### src/rtl/jt49_bus_arb_pkg.sv
// Shared definitions for the two-port jt49 register-bus arbiter:
// FSM state encoding, port identifiers and the round-robin pick.
package jt49_bus_arb_pkg;

  typedef enum logic [2:0] {
    ST_IDLE = 3'd0,
    ST_ACC  = 3'd1,
    ST_WAIT = 3'd2,
    ST_DONE = 3'd3,
    ST_GAP  = 3'd4
  } arb_state_t;

  localparam logic PORT0 = 1'b0;
  localparam logic PORT1 = 1'b1;

  // With both ports requesting, the port not granted last wins.
  function automatic logic rr_pick(input logic req0, input logic req1, input logic last);
    if (req0 && req1) return ~last;
    else if (req1)    return PORT1;
    else              return PORT0;
  endfunction

endpackage

### src/rtl/jt49_bus_arb.sv
// Two-requester arbiter in front of the single jt49 register port, with
// per-register write protection for port 1 and an optional idle gap per access.
module jt49_bus_arb
  import jt49_bus_arb_pkg::*;
#(
  parameter int          GAP     = 0,
  parameter logic [15:0] WPMASK1 = 16'h0000
) (
  input  logic       clk,
  input  logic       rst,
  input  logic       req0,
  input  logic       wr0,
  input  logic [3:0] addr0,
  input  logic [7:0] din0,
  output logic       ack0,
  input  logic       req1,
  input  logic       wr1,
  input  logic [3:0] addr1,
  input  logic [7:0] din1,
  output logic       ack1,
  output logic [7:0] rdata,
  output logic       busy,
  output logic [3:0] psg_addr,
  output logic [7:0] psg_din,
  output logic       psg_cs_n,
  output logic       psg_wr_n,
  input  logic [7:0] psg_dout
);

  localparam logic [3:0] GAP_LD = 4'(GAP);

  arb_state_t r_state;
  logic       r_last;
  logic       r_gid;
  logic       r_drop;
  logic [3:0] r_gap_cnt;

  logic       w_gid;
  logic       w_wr;
  logic [3:0] w_addr;
  logic [7:0] w_din;
  logic       w_drop;

  assign w_gid  = rr_pick(req0, req1, r_last);
  assign w_wr   = (w_gid == PORT1) ? wr1   : wr0;
  assign w_addr = (w_gid == PORT1) ? addr1 : addr0;
  assign w_din  = (w_gid == PORT1) ? din1  : din0;
  // Protected port-1 writes still run the full sequence but never reach the PSG.
  assign w_drop = (w_gid == PORT1) && w_wr && WPMASK1[w_addr];

  always_ff @(posedge clk or posedge rst) begin
    if (rst) begin
      r_state   <= ST_IDLE;
      r_last    <= PORT1;
      r_gid     <= PORT0;
      r_drop    <= 1'b0;
      r_gap_cnt <= 4'd0;
      ack0      <= 1'b0;
      ack1      <= 1'b0;
      rdata     <= 8'h00;
      busy      <= 1'b0;
      psg_addr  <= 4'd0;
      psg_din   <= 8'h00;
      psg_cs_n  <= 1'b1;
      psg_wr_n  <= 1'b1;
    end else begin
      ack0 <= 1'b0;
      ack1 <= 1'b0;
      case (r_state)
        ST_IDLE: begin
          if (req0 || req1) begin
            r_state  <= ST_ACC;
            busy     <= 1'b1;
            r_last   <= w_gid;
            r_gid    <= w_gid;
            r_drop   <= w_drop;
            psg_addr <= w_addr;
            psg_din  <= w_din;
            psg_cs_n <= w_drop;
            psg_wr_n <= ~w_wr | w_drop;
          end
        end
        ST_ACC: begin
          r_state  <= ST_WAIT;
          psg_cs_n <= 1'b1;
          psg_wr_n <= 1'b1;
        end
        ST_WAIT: begin
          r_state <= ST_DONE;
          rdata   <= r_drop ? 8'h00 : psg_dout;
          ack0    <= (r_gid == PORT0);
          ack1    <= (r_gid == PORT1);
        end
        ST_DONE: begin
          if (GAP_LD == 4'd0) begin
            r_state <= ST_IDLE;
            busy    <= 1'b0;
          end else begin
            r_state   <= ST_GAP;
            r_gap_cnt <= GAP_LD;
          end
        end
        ST_GAP: begin
          r_gap_cnt <= r_gap_cnt - 4'd1;
          if (r_gap_cnt <= 4'd1) begin
            r_state <= ST_IDLE;
            busy    <= 1'b0;
          end
        end
        default: begin
          r_state <= ST_IDLE;
          busy    <= 1'b0;
        end
      endcase
    end
  end

endmodule

### config.mk
export PLATFORM = sky130hd
export DESIGN_NAME = jt49_bus_arb
export DESIGN_NICKNAME = d
export VERILOG_FILES = /design/src/rtl/jt49_bus_arb_pkg.sv /design/src/rtl/jt49_bus_arb.sv
export SDC_FILE = /design/constraint.sdc
export NUM_CORES = 1
export LEC_CHECK = 0
export CORE_UTILIZATION = 36
export CTS_CLUSTER_DIAMETER = 100
export DETAILED_ROUTE_END_ITERATION = 10
export HOLD_SLACK_MARGIN = 0.05
export PLACE_DENSITY = 0.86
export SYNTH_ARGS = -nofsm -noshare
export SYNTH_HDL_FRONTEND = slang
export SYNTH_SLANG_ARGS = --single-unit
export TNS_END_PERCENT = 20
### constraint.sdc
create_clock -name clk -period 1.3 [get_ports clk]
set_input_delay 0.195 -clock clk [delete_from_list [all_inputs] [get_ports clk]]
set_output_delay 0.195 -clock clk [all_outputs]
set_load 0.02 [all_outputs]
==> metrics.md <==
| Metric | Value |
|---|---|
| Most common cell after layout, fill and taps aside | clkdlybuf4s50_1 |
| Die Ht | 62.0 um |
| Clock skew | 6.75 ps |
| Worst slew margin | 0.807 |
| Gpl congestion | 0.758 |
| Overall power | 0.00486 W |
| Worst VDD drop | 0.00121 V |
| Starting density of the core | 0.382 |
| Setup Viol. Count Final | 0 |
| Number of global-route vias before repair | 1167 |
| Final Util | 0.641 |
| Max cap viols | 0 |
| Fmax | 0.772 GHz |
| Critical path cell sequence | buf_4, ha_1, or2_4, a21oi_4, a21oi_2 |
| Final hold slack | 206 ps |
| Via density | 4.65 |
| Register bit total from synthesis | 29 |
| Place WS | -270 ps |
| Ports | 63 |
| Mux share of post-synthesis cell area | 0.174 |
| CP required | 1540 ps |
| Period minus WS final | 1300 ps |
| CTS Root Cell | clkbuf_4 |
| Post-synthesis adder-cell area fraction | 0.0386 |
| Largest net degree at the start of global routing | 20 |
| Drt wl/cell | 13.0 um |
| Hold buffers post-CTS | 0 |
| Reg clk slew, reported paths | 80 ps |
| Status | complete, no violations |
| Slowest-stage cell, CP | dfrtp_1 |
| Starting DRT DRC Count | 29 |
| Complex-gate fraction of the synthesized area | 0.110 |
| Main combinational cell family by area after synthesis | multiplexers |
| Post-DRT Antenna Nets | 0 |
| Synth Area per Inst | 11.7 um2 |
| Crit path DAT | 1540 ps |
| Setup CP Type | flip-flop to flip-flop |
| Syn Std Cell Area | 1300 um2 |
| GRT overflow | 0 |
| Startpoint types | flip-flop |
| Crit end category | flip-flop |
| Layout cell share with drive strength beyond 1 | 0.251 |
| Rows | 21 |
| Worst Setup Slack, final | 4.58 ps |
| Worst-margin pin slew | 286 ps |
| Hold WC Path Type | primary input to async pin |
| Post-DP HPWL | 2.50 mm |
| Port bufs | 62 |
| Setup TNS Final | 0 ps |
| Synth Area in Simple Gates | 0.0763 |
| Drt drc | 0 |
| Clock Sinks | 29 |
| Mapped Nets | 153 |
| Nets | 237 |
| Max Buffers Root-to-Sink | 2 |
| Pwr dens | 2240 nW/um2 |
| Final Hold Fails | 0 |
| Core Area | 3390 um2 |
| Die Width | 62.0 um |
| Drt total wl | 3.13 mm |
| N_diodes | 0 |
| Delay of the slowest critical-path stage | 410 ps |
| Worst Path Buf+Inv | 1 |
| Yosys warnings | 0 |
| Area share of xor/xnor cells in the synthesized design | 0 |
| Crit path max fanout | 3 |
| Clock latency on the worst-skew pair | 320 ps |
| RSZ-0062 raised after global routing | true |
| Die footprint | 3840 um2 |
| Most frequent cells in the layout | clkdlybuf4s50_1 (37), dfrtp_1 (26), dlygate4sd2_1 (23) |
| CTS H-tree depth | 2 |
| Antenna violations before repair | 0 |
| CTS Buf Count | 5 |
| Total GRT Usage | 0.184 |
| Post-Synthesis Cells | 111 |
| CTS tree | yes |
| Final period utilization | 0.996 |
| Routed vias | 1121 |
| Synth unique cells | 24 |
| Pins Over Slew Limit | 0 |
| Area added between synthesis and finish | 67.7% |
| Sequential share of the synthesized area | 0.563 |
| Fill cell count | 279 |
| Drt pass-1 iters | 4 |
| First-pass GRT wire length | 4.97 mm |
| CP top delay family | flip-flops |
| LEAKAGE | 1.05 nW |
cell type report:
cell class	count	area (um2)	share of cell area
Timing Repair Buffer	82	761	0.350
Multi-Input combinational cell	73	556	0.256
Sequential cell	29	729	0.336
Clock buffer	7	55.1	0.0253
Tap cell	46	57.6	0.0265
Inverter	4	15.0	0.00691
logic make-up after synthesis:
group | Yosys count
multiplexers | 21
buffers and inverters | 9
AO/OA/AOI/OAI | 25
flip-flops | 29
adder cells (fa/ha/maj) | 4
AND/OR/NAND/NOR | 23
state kept, by name, indices dropped and copies added, names as in the netlist:
| signal | flops |
|---|---|
| rdata | 8 |
| busy | 1 |
| ack1 | 1 |
| psg_cs_n | 1 |
| r_last | 1 |
| psg_wr_n | 1 |
| r_state | 2 |
| psg_din | 8 |
| r_gid | 1 |
| ack0 | 1 |
| psg_addr | 4 |
worst paths after layout:
kind	start	to	slack, ps	cells past startpoint
min in group clk	r_gid	ack0	450	1
worst min register to register	r_gid	ack0	450	1
worst max register to register	r_state[0]	psg_wr_n	5	5
max in group asynchronous	rst	r_last	850	3
worst max-delay path	r_state[0]	psg_wr_n	5	5
worst min-delay path	rst	rdata[1]	210	3
where the power goes:
group	total [W]	internal [W]	switching (W)
Sequential	0.00160	0.00138	0.000220
Combinational	0.00272	0.00136	0.00136
Clock	0.000536	0.000255	0.000281
routing by layer:
layer / vias to the layer above / GRT usage / share of wire
li1: 544 / - / -
met4: 0 / 0.0794 / 0.012
met1: 530 / 0.184 / 0.39
met2: 42 / 0.347 / 0.54
met3: 5 / 0.0580 / 0.059
met5: - / 0 / 0
metrics by stage:
step | cells | instance area (um2)
4_1_cts | 240 | 2140
2_1_floorplan | 111 | 1310
3_3_place_gp | 233 | 2120
6_report | 241 | 2170
5_1_grt | 241 | 2170
3_5_place_dp | 233 | 2120
repair_timing:
action	in CTS	in global routing
resized for setup	33	13
pin swaps	1	1
endpoints found under the hold margin	0	0
setup endpoints to repair	39	22
setup buffers	0	1
worst min-delay path, delay by kind of cell:
kind                   cells  cell delay (ps)
buffers and inverters      3              690
Yosys cell counts, drive strengths merged:
library cell	number	share of area
dfrtp	26	0.50
o21ai	17	0.066
nand2	15	0.043
mux2i	12	0.093
mux2	9	0.081
a21oi	4	0.018
ha	4	0.039
inv	4	0.012
nor2	4	0.012
buf	3	0.021
dfstp	3	0.061
clkbuf	2	0.0058
a21bo	1	0.0077
a31oi	1	0.0048
and2	1	0.0048
nor2b	1	0.0048
o22a	1	0.0068
o311ai	1	0.0068
or2	1	0.0048
or3b	1	0.0068
No activity file was read; power rests on OpenSTA's default activity.
